## src/rtl/fir_pkg.sv

```systemverilog
// Shared constants and state encoding for the 2x chroma upsampler.
// Taps are the symmetric 6-tap half-band kernel (21, -52, 159, 159, -52, 21)/256.
package fir_pkg;

  localparam int C0    = 21;
  localparam int C1    = -52;
  localparam int C2    = 159;
  localparam int ROUND = 128;
  localparam int SHIFT = 8;

  typedef enum logic [1:0] {
    FILL,
    RUN,
    FLUSH
  } fir_state_t;

endpackage

```

## src/rtl/fir_tap6.sv

```systemverilog
// Combinational 6-tap interpolator for one channel.
// Produces the rounded odd sample clipped to the unsigned sample range.
module fir_tap6
  import fir_pkg::*;
#(
  parameter int DATA_W = 8
) (
  input  logic [5:0][DATA_W-1:0] taps,
  output logic [DATA_W-1:0]      odd
);

  localparam int AW = DATA_W + 11;

  localparam logic signed [AW-1:0] K0 = AW'(C0);
  localparam logic signed [AW-1:0] K1 = AW'(C1);
  localparam logic signed [AW-1:0] K2 = AW'(C2);
  localparam logic signed [AW-1:0] KR = AW'(ROUND);

  logic signed [AW-1:0] t [6];
  logic signed [AW-1:0] acc;
  logic signed [AW-1:0] shifted;

  always_comb begin
    for (int i = 0; i < 6; i++) begin
      t[i] = $signed({11'b0, taps[i]});
    end
    acc     = K0 * (t[0] + t[5]) + K1 * (t[1] + t[4]) + K2 * (t[2] + t[3]) + KR;
    shifted = acc >>> SHIFT;
  end

  // Negative results clip to zero, anything above full scale saturates.
  always_comb begin
    if (shifted[AW-1]) begin
      odd = '0;
    end else if (|shifted[AW-2:DATA_W]) begin
      odd = '1;
    end else begin
      odd = shifted[DATA_W-1:0];
    end
  end

endmodule

```

## src/rtl/fir_upsampler.sv

```systemverilog
// 2x horizontal chroma upsampler: per input sample emits {even, odd} pair,
// with edge-clamped 6-sample windows and a four-step flush at line end.
module fir_upsampler
  import fir_pkg::*;
#(
  parameter int DATA_W = 8,
  parameter int LINE_W = 160,
  parameter int NUM_CH = 2
) (
  input  logic                     CLOCK_50_I,
  input  logic                     Reset,
  input  logic                     clear,
  input  logic                     in_valid,
  output logic                     in_ready,
  input  logic [NUM_CH*DATA_W-1:0] in_data,
  output logic                     out_valid,
  input  logic                     out_ready,
  output logic [NUM_CH*DATA_W-1:0] out_even,
  output logic [NUM_CH*DATA_W-1:0] out_odd,
  output logic                     out_sol,
  output logic                     out_eol
);

  localparam int JW = $clog2(LINE_W + 1);

  fir_state_t state, state_nx;
  logic [1:0]    fill_cnt;
  logic [JW-1:0] j_cnt;
  logic [NUM_CH-1:0][5:0][DATA_W-1:0] win;
  logic [NUM_CH-1:0][DATA_W-1:0]      odd_c;

  logic emit;
  logic accept;
  logic advance;
  logic last_j;

  assign emit    = ~out_valid | out_ready;
  assign accept  = in_valid & in_ready;
  assign last_j  = (j_cnt == JW'(LINE_W - 1));
  assign advance = ((state == RUN) & accept) | ((state == FLUSH) & emit);

  for (genvar c = 0; c < NUM_CH; c++) begin : g_ch
    fir_tap6 #(.DATA_W(DATA_W)) u_tap (
      .taps (win[c]),
      .odd  (odd_c[c])
    );
  end

  always_ff @(posedge CLOCK_50_I or posedge Reset) begin
    if (Reset) begin
      state <= FILL;
    end else begin
      state <= state_nx;
    end
  end

  // A short line (LINE_W=4) has no RUN phase: the fill already holds every sample.
  always_comb begin
    state_nx = state;
    in_ready = 1'b0;
    case (state)
      FILL: begin
        in_ready = 1'b1;
        if (accept && fill_cnt == 2'd3) begin
          state_nx = (LINE_W == 4) ? FLUSH : RUN;
        end
      end
      RUN: begin
        in_ready = emit;
        if (accept && j_cnt == JW'(LINE_W - 5)) begin
          state_nx = FLUSH;
        end
      end
      FLUSH: begin
        if (emit && last_j) begin
          state_nx = FILL;
        end
      end
      default: state_nx = FILL;
    endcase
    if (clear) begin
      state_nx = FILL;
    end
  end

  always_ff @(posedge CLOCK_50_I or posedge Reset) begin
    if (Reset) begin
      fill_cnt <= '0;
      j_cnt    <= '0;
    end else if (clear) begin
      fill_cnt <= '0;
      j_cnt    <= '0;
    end else begin
      if (state == FILL && accept) begin
        fill_cnt <= fill_cnt + 2'd1;
      end
      if (advance) begin
        j_cnt <= (state == FLUSH && last_j) ? '0 : j_cnt + JW'(1);
      end
    end
  end

  // Window shifts toward w0; during flush the last sample is replicated into w5.
  always_ff @(posedge CLOCK_50_I or posedge Reset) begin
    if (Reset) begin
      win <= '0;
    end else if (clear) begin
      win <= '0;
    end else begin
      for (int c = 0; c < NUM_CH; c++) begin
        if (state == FILL && accept) begin
          if (fill_cnt == 2'd0) begin
            win[c] <= {6{in_data[c*DATA_W +: DATA_W]}};
          end else begin
            win[c] <= {in_data[c*DATA_W +: DATA_W], win[c][5:1]};
          end
        end else if (advance) begin
          win[c] <= {(state == RUN) ? in_data[c*DATA_W +: DATA_W] : win[c][5], win[c][5:1]};
        end
      end
    end
  end

  always_ff @(posedge CLOCK_50_I or posedge Reset) begin
    if (Reset) begin
      out_valid <= 1'b0;
      out_even  <= '0;
      out_odd   <= '0;
      out_sol   <= 1'b0;
      out_eol   <= 1'b0;
    end else if (clear) begin
      out_valid <= 1'b0;
      out_even  <= '0;
      out_odd   <= '0;
      out_sol   <= 1'b0;
      out_eol   <= 1'b0;
    end else if (advance) begin
      out_valid <= 1'b1;
      for (int c = 0; c < NUM_CH; c++) begin
        out_even[c*DATA_W +: DATA_W] <= win[c][2];
        out_odd[c*DATA_W +: DATA_W]  <= odd_c[c];
      end
      out_sol <= (j_cnt == '0);
      out_eol <= last_j;
    end else if (out_ready) begin
      out_valid <= 1'b0;
    end
  end

endmodule

```

## config.mk

```make
export PLATFORM = sky130hd
export DESIGN_NAME = fir_upsampler
export DESIGN_NICKNAME = d
export VERILOG_FILES = /design/src/rtl/fir_pkg.sv /design/src/rtl/fir_tap6.sv /design/src/rtl/fir_upsampler.sv
export SDC_FILE = /design/constraint.sdc
export NUM_CORES = 1
export LEC_CHECK = 0
export BUFFER_PORTS_ARGS = -buffer_cell sky130_fd_sc_hd__buf_2
export CORE_MARGIN = 10
export CORE_UTILIZATION = 57
export DETAILED_ROUTE_END_ITERATION = 8
export PLACE_DENSITY = 0.73
export REMOVE_ABC_BUFFERS = 1
export SLEW_MARGIN = 20
export SYNTH_ARGS = -nofsm -noshare
export SYNTH_HDL_FRONTEND = slang
export SYNTH_SLANG_ARGS = --single-unit
```

## constraint.sdc

```tcl
create_clock -name CLOCK_50_I -period 13.9 [get_ports CLOCK_50_I]
set_input_delay 2.085 -clock CLOCK_50_I [delete_from_list [all_inputs] [get_ports CLOCK_50_I]]
set_output_delay 2.085 -clock CLOCK_50_I [all_outputs]
set_load 0.05 [all_outputs]
```

; ---- Word level (Yosys, flattened, before mapping)
; Index checks and enable logic that the tools add are counted.
[totals]
regBits = 143
in_bits = 21
[classes]
mul = 6
n_eq_ne = 8
n_reduce_logical = 17
bitwise = 6
muxes = 35
addsub = 14
[ops]
columns = cell, n
row1 = $mux W48, 4
row2 = $mux W96, 1
row3 = $mux W40, 2
row4 = $add A19 B19 Y19, 4
row5 = $mux W8, 9
row6 = $mux W16, 4
row7 = $add A8 B8 Y9, 6
row8 = $add A19 B9 Y19 const B, 2
row9 = $mul A5 B19 Y17 const A, 2
row10 = $mul A6 B19 Y19 const A, 2
row11 = $mul A9 B19 Y19 const A, 2
row12 = $eq A8 B8 Y1 const B, 2
row13 = $mux W2, 6
row14 = $ne A3 B3 Y1 const B, 3
row15 = $reduce_bool A3 Y1, 3
row16 = $add A8 B1 Y8 const B, 1
row17 = $logic_not A8 Y1, 1
row18 = $mux W1, 7
row19 = $pmux W2 S3, 1
row20 = $reduce_or A3 Y1, 2
row21 = $logic_and A1 B1 Y1, 5
row22 = $eq A2 B2 Y1 const B, 2
row23 = $logic_not A2 Y1, 2
row24 = $reduce_bool A2 Y1, 2
row25 = other kinds (8), 11

; ---- Logic depth before layout (Yosys ltp)
[logic_depth]
ltp_word = 10
mapped_depth = 33

; ---- Modules after synthesis
; Synthesis repeated with hierarchy kept, for this count alone.
[unflattened]
cells_unflattened = 1737
hier_area_um2 = 16688.5
[by_module_without_submodules]
columns = mod, area_per_inst_um2, cells_each, n_inst, seq_area_each_um2
row1 = fir_upsampler, 6595.1, 575, 1, 3578.4
row2 = fir_tap6 at g_ch[0].u_tap, 5082.4, 587, 1, 0.0
row3 = fir_tap6 at g_ch[1].u_tap, 5011.1, 575, 1, 0.0

; ---- Worst setup path before layout
; No wires, ideal clock.
[synth_path]
path_type = flip-flop to flip-flop
startpoint = register win[57] in the netlist's numbering
endpoint = register out_odd[15]
required_ns = 13.780
setup_ns = 0.120
arrival_time_ns = 7.459
stages_incl_launch_ff = 28
period_less_slack_ns = 7.579
setup_slack_ns = 6.321
path_cell_list = dfrtp_1 > ha_1 > a21o_1 > a21oi_1 > o21bai_1 > a21oi_1 > xnor2_1 > ha_1 > fa_1 > fa_1 > ha_1 > xnor2_1 > fa_1 > inv_1 > fa_1 > inv_1 > fa_1 > inv_1 > fa_1 > ha_1 > a2111oi_4 > o21ai_2 > and3_4 > or4_4 > a31o_1 > o31a_1 > o31a_1 > o211a_1
[synth_via]
elab_chain_cells = 10
[synth_lines]
columns = element, line
row1 = start: declaration, fir_upsampler.sv:29  ; logic [NUM_CH-1:0][5:0][DATA_W-1:0] win;
row2 = start signal: indexed assignment, fir_upsampler.sv:113  ; win[c] <= {6{in_data[c*DATA_W +: DATA_W]}};
row3 = start signal: indexed assignment, fir_upsampler.sv:115  ; win[c] <= {in_data[c*DATA_W +: DATA_W], win[c][5:1]};
row4 = start signal: indexed assignment, fir_upsampler.sv:118  ; win[c] <= {(state == RUN) ? in_data[c*DATA_W +: DATA_W] : win[c][5], win[c][5:1]};
row5 = $add A8 B8 Y9 *, fir_tap6.sv:27  ; acc = K0 * (t[0] + t[5]) + K1 * (t[1] + t[4]) + K2 * (t[2] + t[3]) + KR;
row6 = $mul A5 B19 Y17 *, fir_tap6.sv:27
row7 = $add A19 B19 Y19 * (2 in series), fir_tap6.sv:27
row8 = $add A19 B9 Y19 *, fir_tap6.sv:27
row9 = $reduce_or A3 Y1, fir_tap6.sv:35  ; end else if (|shifted[AW-2:DATA_W]) begin
row10 = $mux W8, fir_tap6.sv:35
row11 = $mux W8 *, fir_tap6.sv:33  ; if (shifted[AW-1]) begin
row12 = $mux W16 *, fir_upsampler.sv:137  ; end else if (advance) begin
row13 = $mux W16 *, fir_upsampler.sv:131  ; end else if (clear) begin
row14 = end signal: indexed assignment, fir_upsampler.sv:141  ; out_odd[c*DATA_W +: DATA_W] <= odd_c[c];
row15 = end: declaration, fir_upsampler.sv:19  ; output logic [NUM_CH*DATA_W-1:0] out_odd,
; Every way passes the cells marked *; elsewhere a longest branch is shown, timed or not. The select of a mux whose other input is x is not followed.
; A chain may end at the register's enable or synchronous reset.

; ---- Worst setup path in the final report
[layout_path]
startpoint = register win[8] in the netlist's numbering
endpoint = register out_odd[4]
; Same word-level chain as after synthesis.

==> results by group <==
Timing
  • Worst Hold Slack: between 0.4 and 0.5 ns
  • Max-slew headroom: 0.224
  • Period utilization: 0.583
  • Max Clock Skew: 0.0117 ns
  • Fin crit period: just over 8 ns
  • Max Freq: 123 MHz
  • Final hold vios: 0
  • TNS Setup: 0 ns
  • Slew Limit Fails: 0
  • Final WS setup: 5.80 ns
  • Unrepaired setup endpoints after global routing: no
  • Final setup viols: 0
  • Worst-margin pin slew: 1.16 ns

Synthesis
  • Post-synth cell types: 56
  • Synth Warn #: 0
  • Synthesized flop and latch total: 143
  • Post-synth top area share: 0.230
  • Synth Instances: 1718
  • Async set or reset register ratio after synthesis: 1.00
  • Synth area leader: dfrtp_1
  • EDFF count, synth: 0
  • Synth top area cells: dfrtp_1 23%, ha_1 19%, fa_1 19%
  • Ys flop type: dfrtp_1
  • Post-Synthesis Cell Area: around 0.016 mm²
  • Synth Area per Inst: 9.06 µm²
  • Seq/Total Area, Yosys: 0.230

Drt
  • Post-route ant nets: 0
  • Post-DR vias/cell: 5.61
  • WL per Instance: 16.8 µm
  • Drt first-iter violations: 841
  • 1st-pass router iterations: 5
  • DRC: 0
  • Vias: 11802
  • WL final: 35.3 mm

Layout
  • Commonest non-fill, non-tap cell in the layout: inv_1
  • Register area: 0.00358 mm²
  • Most frequent cells in the layout: 350 x inv_1, 242 x ha_1, 198 x nand2_1
  • Fill count: 2311
  • Antenna diode count: 0
  • Layout cells sized above 1: 0.0647
  • Nets: ~2200
  • Area of the multi-input gates: between 0.01 and 0.015 mm²
  • Area growth from synthesis to layout: 7.57%
  • Layout Cells excl Fill: roughly 2100

Setup path
  • Worst Path Arrival: 8.45 ns
  • Critical path launch point: win[8]
  • CP Class: flip-flop to flip-flop
  • Slowest CP cell: fa_1
  • Worst endpoint required time: 14.25 ns
  • Startpoint Class: flip-flop
  • CP Capture Type: flip-flop
  • Largest stage delay on the critical path: 0.52 ns
  • Reg-to-reg startpoint: win[8]
  • CP Max Fanout: 8
  • Most frequent CP cell: ha_1

Floorplanning
  • Die ar.: 0.0343 mm²
  • Num rows: 60
  • Initial Utilization: 0.578
  • Die height: 185 µm
  • Core footprint: between 0.02 and 0.03 mm²
  • I/O pins: 57
  • Die width: 185 µm

Flow run
  • Max cap viols: 0

Placed design
  • Placer Congestion: roughly 0.9
  • Port Buffers: 56
  • Hpwl dp: 28.1 mm
  • Placed cells: 2072
  • Pre-CTS WS: 5.85 ns

Clocking
  • Worst-path clk slew: about 0.07 ns
  • CTS tree: done
  • Post-CTS setup buffers: 0
  • CTS buffer count: 17
  • CTS Sinks: 143
  • CTS Hold Buffers Added: 0
  • Skew-Pair Late Insertion Delay: 0.44 ns
  • # H-tree levels: 4
  • Clk root buf: clkbuf_16
  • CTS max path bufs: 2
  • Post-CTS resize count: 0

Global route
  • First-pass GRT wire length: 59.1 mm
  • Largest net degree at the start of global routing: 81
  • Initial antenna violation count: 0
  • Total grt overflow: 0
  • All-Layer GR Usage: 0.214
  • Vias in the first global route: 11935

Status
  • Status: completed

Min path
  • Hold path start: win[6]
  • Worst Hold Class: flip-flop to flip-flop
## synthesized netlist by cell type, drive strengths merged (3+ instances only)
| master | number |
|---|---|
| or3 | 3 |
| or2 | 4 |
| nor2 | 48 |
| nor4 | 5 |
| o211a | 3 |
| and3 | 17 |
| xor2 | 25 |
| a21oi | 171 |
| nand2 | 200 |
| o21bai | 24 |
| nand4 | 6 |
| o41ai | 4 |
| clkbuf | 50 |
| xnor2 | 46 |
| fa | 148 |
| nor2b | 7 |
| nand3b | 3 |
| nand3 | 11 |
| o21ai | 35 |
| o211ai | 3 |
| nand2b | 7 |
| o21a | 5 |
| o31ai | 88 |
| nor3 | 11 |
| dfrtp | 143 |
| ha | 242 |
| a21o | 22 |
| and2 | 7 |
| inv | 351 |
## final cells by class
| cell class | instances | area share |
|---|---|---|
| Multi-Input combinational cell | 1172 | 0.626 |
| Sequential cell | 143 | 0.214 |
| Inverter | 351 | 0.0790 |
| Tap cell | 341 | 0.0255 |
| Clock buffer | 17 | 0.0254 |
| Timing Repair Buffer | 65 | 0.0211 |
| Clock inverter | 15 | 0.00904 |
## sequential cells by signal, summed over array words and instances, names as in the netlist
| register | count |
|---|---|
| fill_cnt | 2 |
| out_sol | 1 |
| out_odd | 16 |
| state | 2 |
| win | 96 |
| out_valid | 1 |
| out_eol | 1 |
| out_even | 16 |
| j_cnt | 8 |
## logic make-up after synthesis
kind of cell | after synthesis | share of synthesized area
muxes | 1 | 0.000723
AOI/OAI and AO/OA | 377 | 0.154
buffers and inverters | 403 | 0.0973
xor gates and xnor gates | 71 | 0.0399
adders and majority gates | 390 | 0.385
and+or+nand+nor | 333 | 0.0938
DFF | 143 | 0.230
## worst paths after layout
kind	end	slack (ns)	depth (start not counted)
max	out_odd[4]	5.80	31
min	win[6]	0.48	2
max reg2reg	out_odd[4]	5.80	31
min reg2reg	win[6]	0.48	2
max in group asynchronous	out_odd[9]	11.03	3
min in group asynchronous	out_even[6]	1.73	2
## worst max-delay path, delay by kind of cell (launching register included)
family                     cells  cell delay (ns)
AOI/OAI and AO/OA             10             2.31
xor gates and xnor gates       2             0.44
adders and majority gates     11             4.00
buffers and inverters          4             0.19
DFF                            1             0.41
and+or+nand+nor                4             0.65
## metrics by stage
step                      instance area, µm²  utilization
after global placement                 16200        0.600
after floorplan                        15400            -
after detailed placement               16200        0.600
final                                  16800        0.622
after global routing                   16800        0.622
after CTS                              16700        0.621
## per-layer routing
layer / GRT usage / vias to the layer above / routed length [µm] / part of all wire
met2: 0.326 / 297 / 15700 / 0.44
met4: 0.0445 / 0 / 382 / 0.011
met1: 0.304 / 5774 / 17000 / 0.48
met3: 0.0476 / 32 / 2220 / 0.063
met5: 0 / - / 0 / 0
li1: - / 5699 / - / -
Power is not shown: default switching activity piles up to over one toggle a cycle in this logic, so the estimate is an artifact.
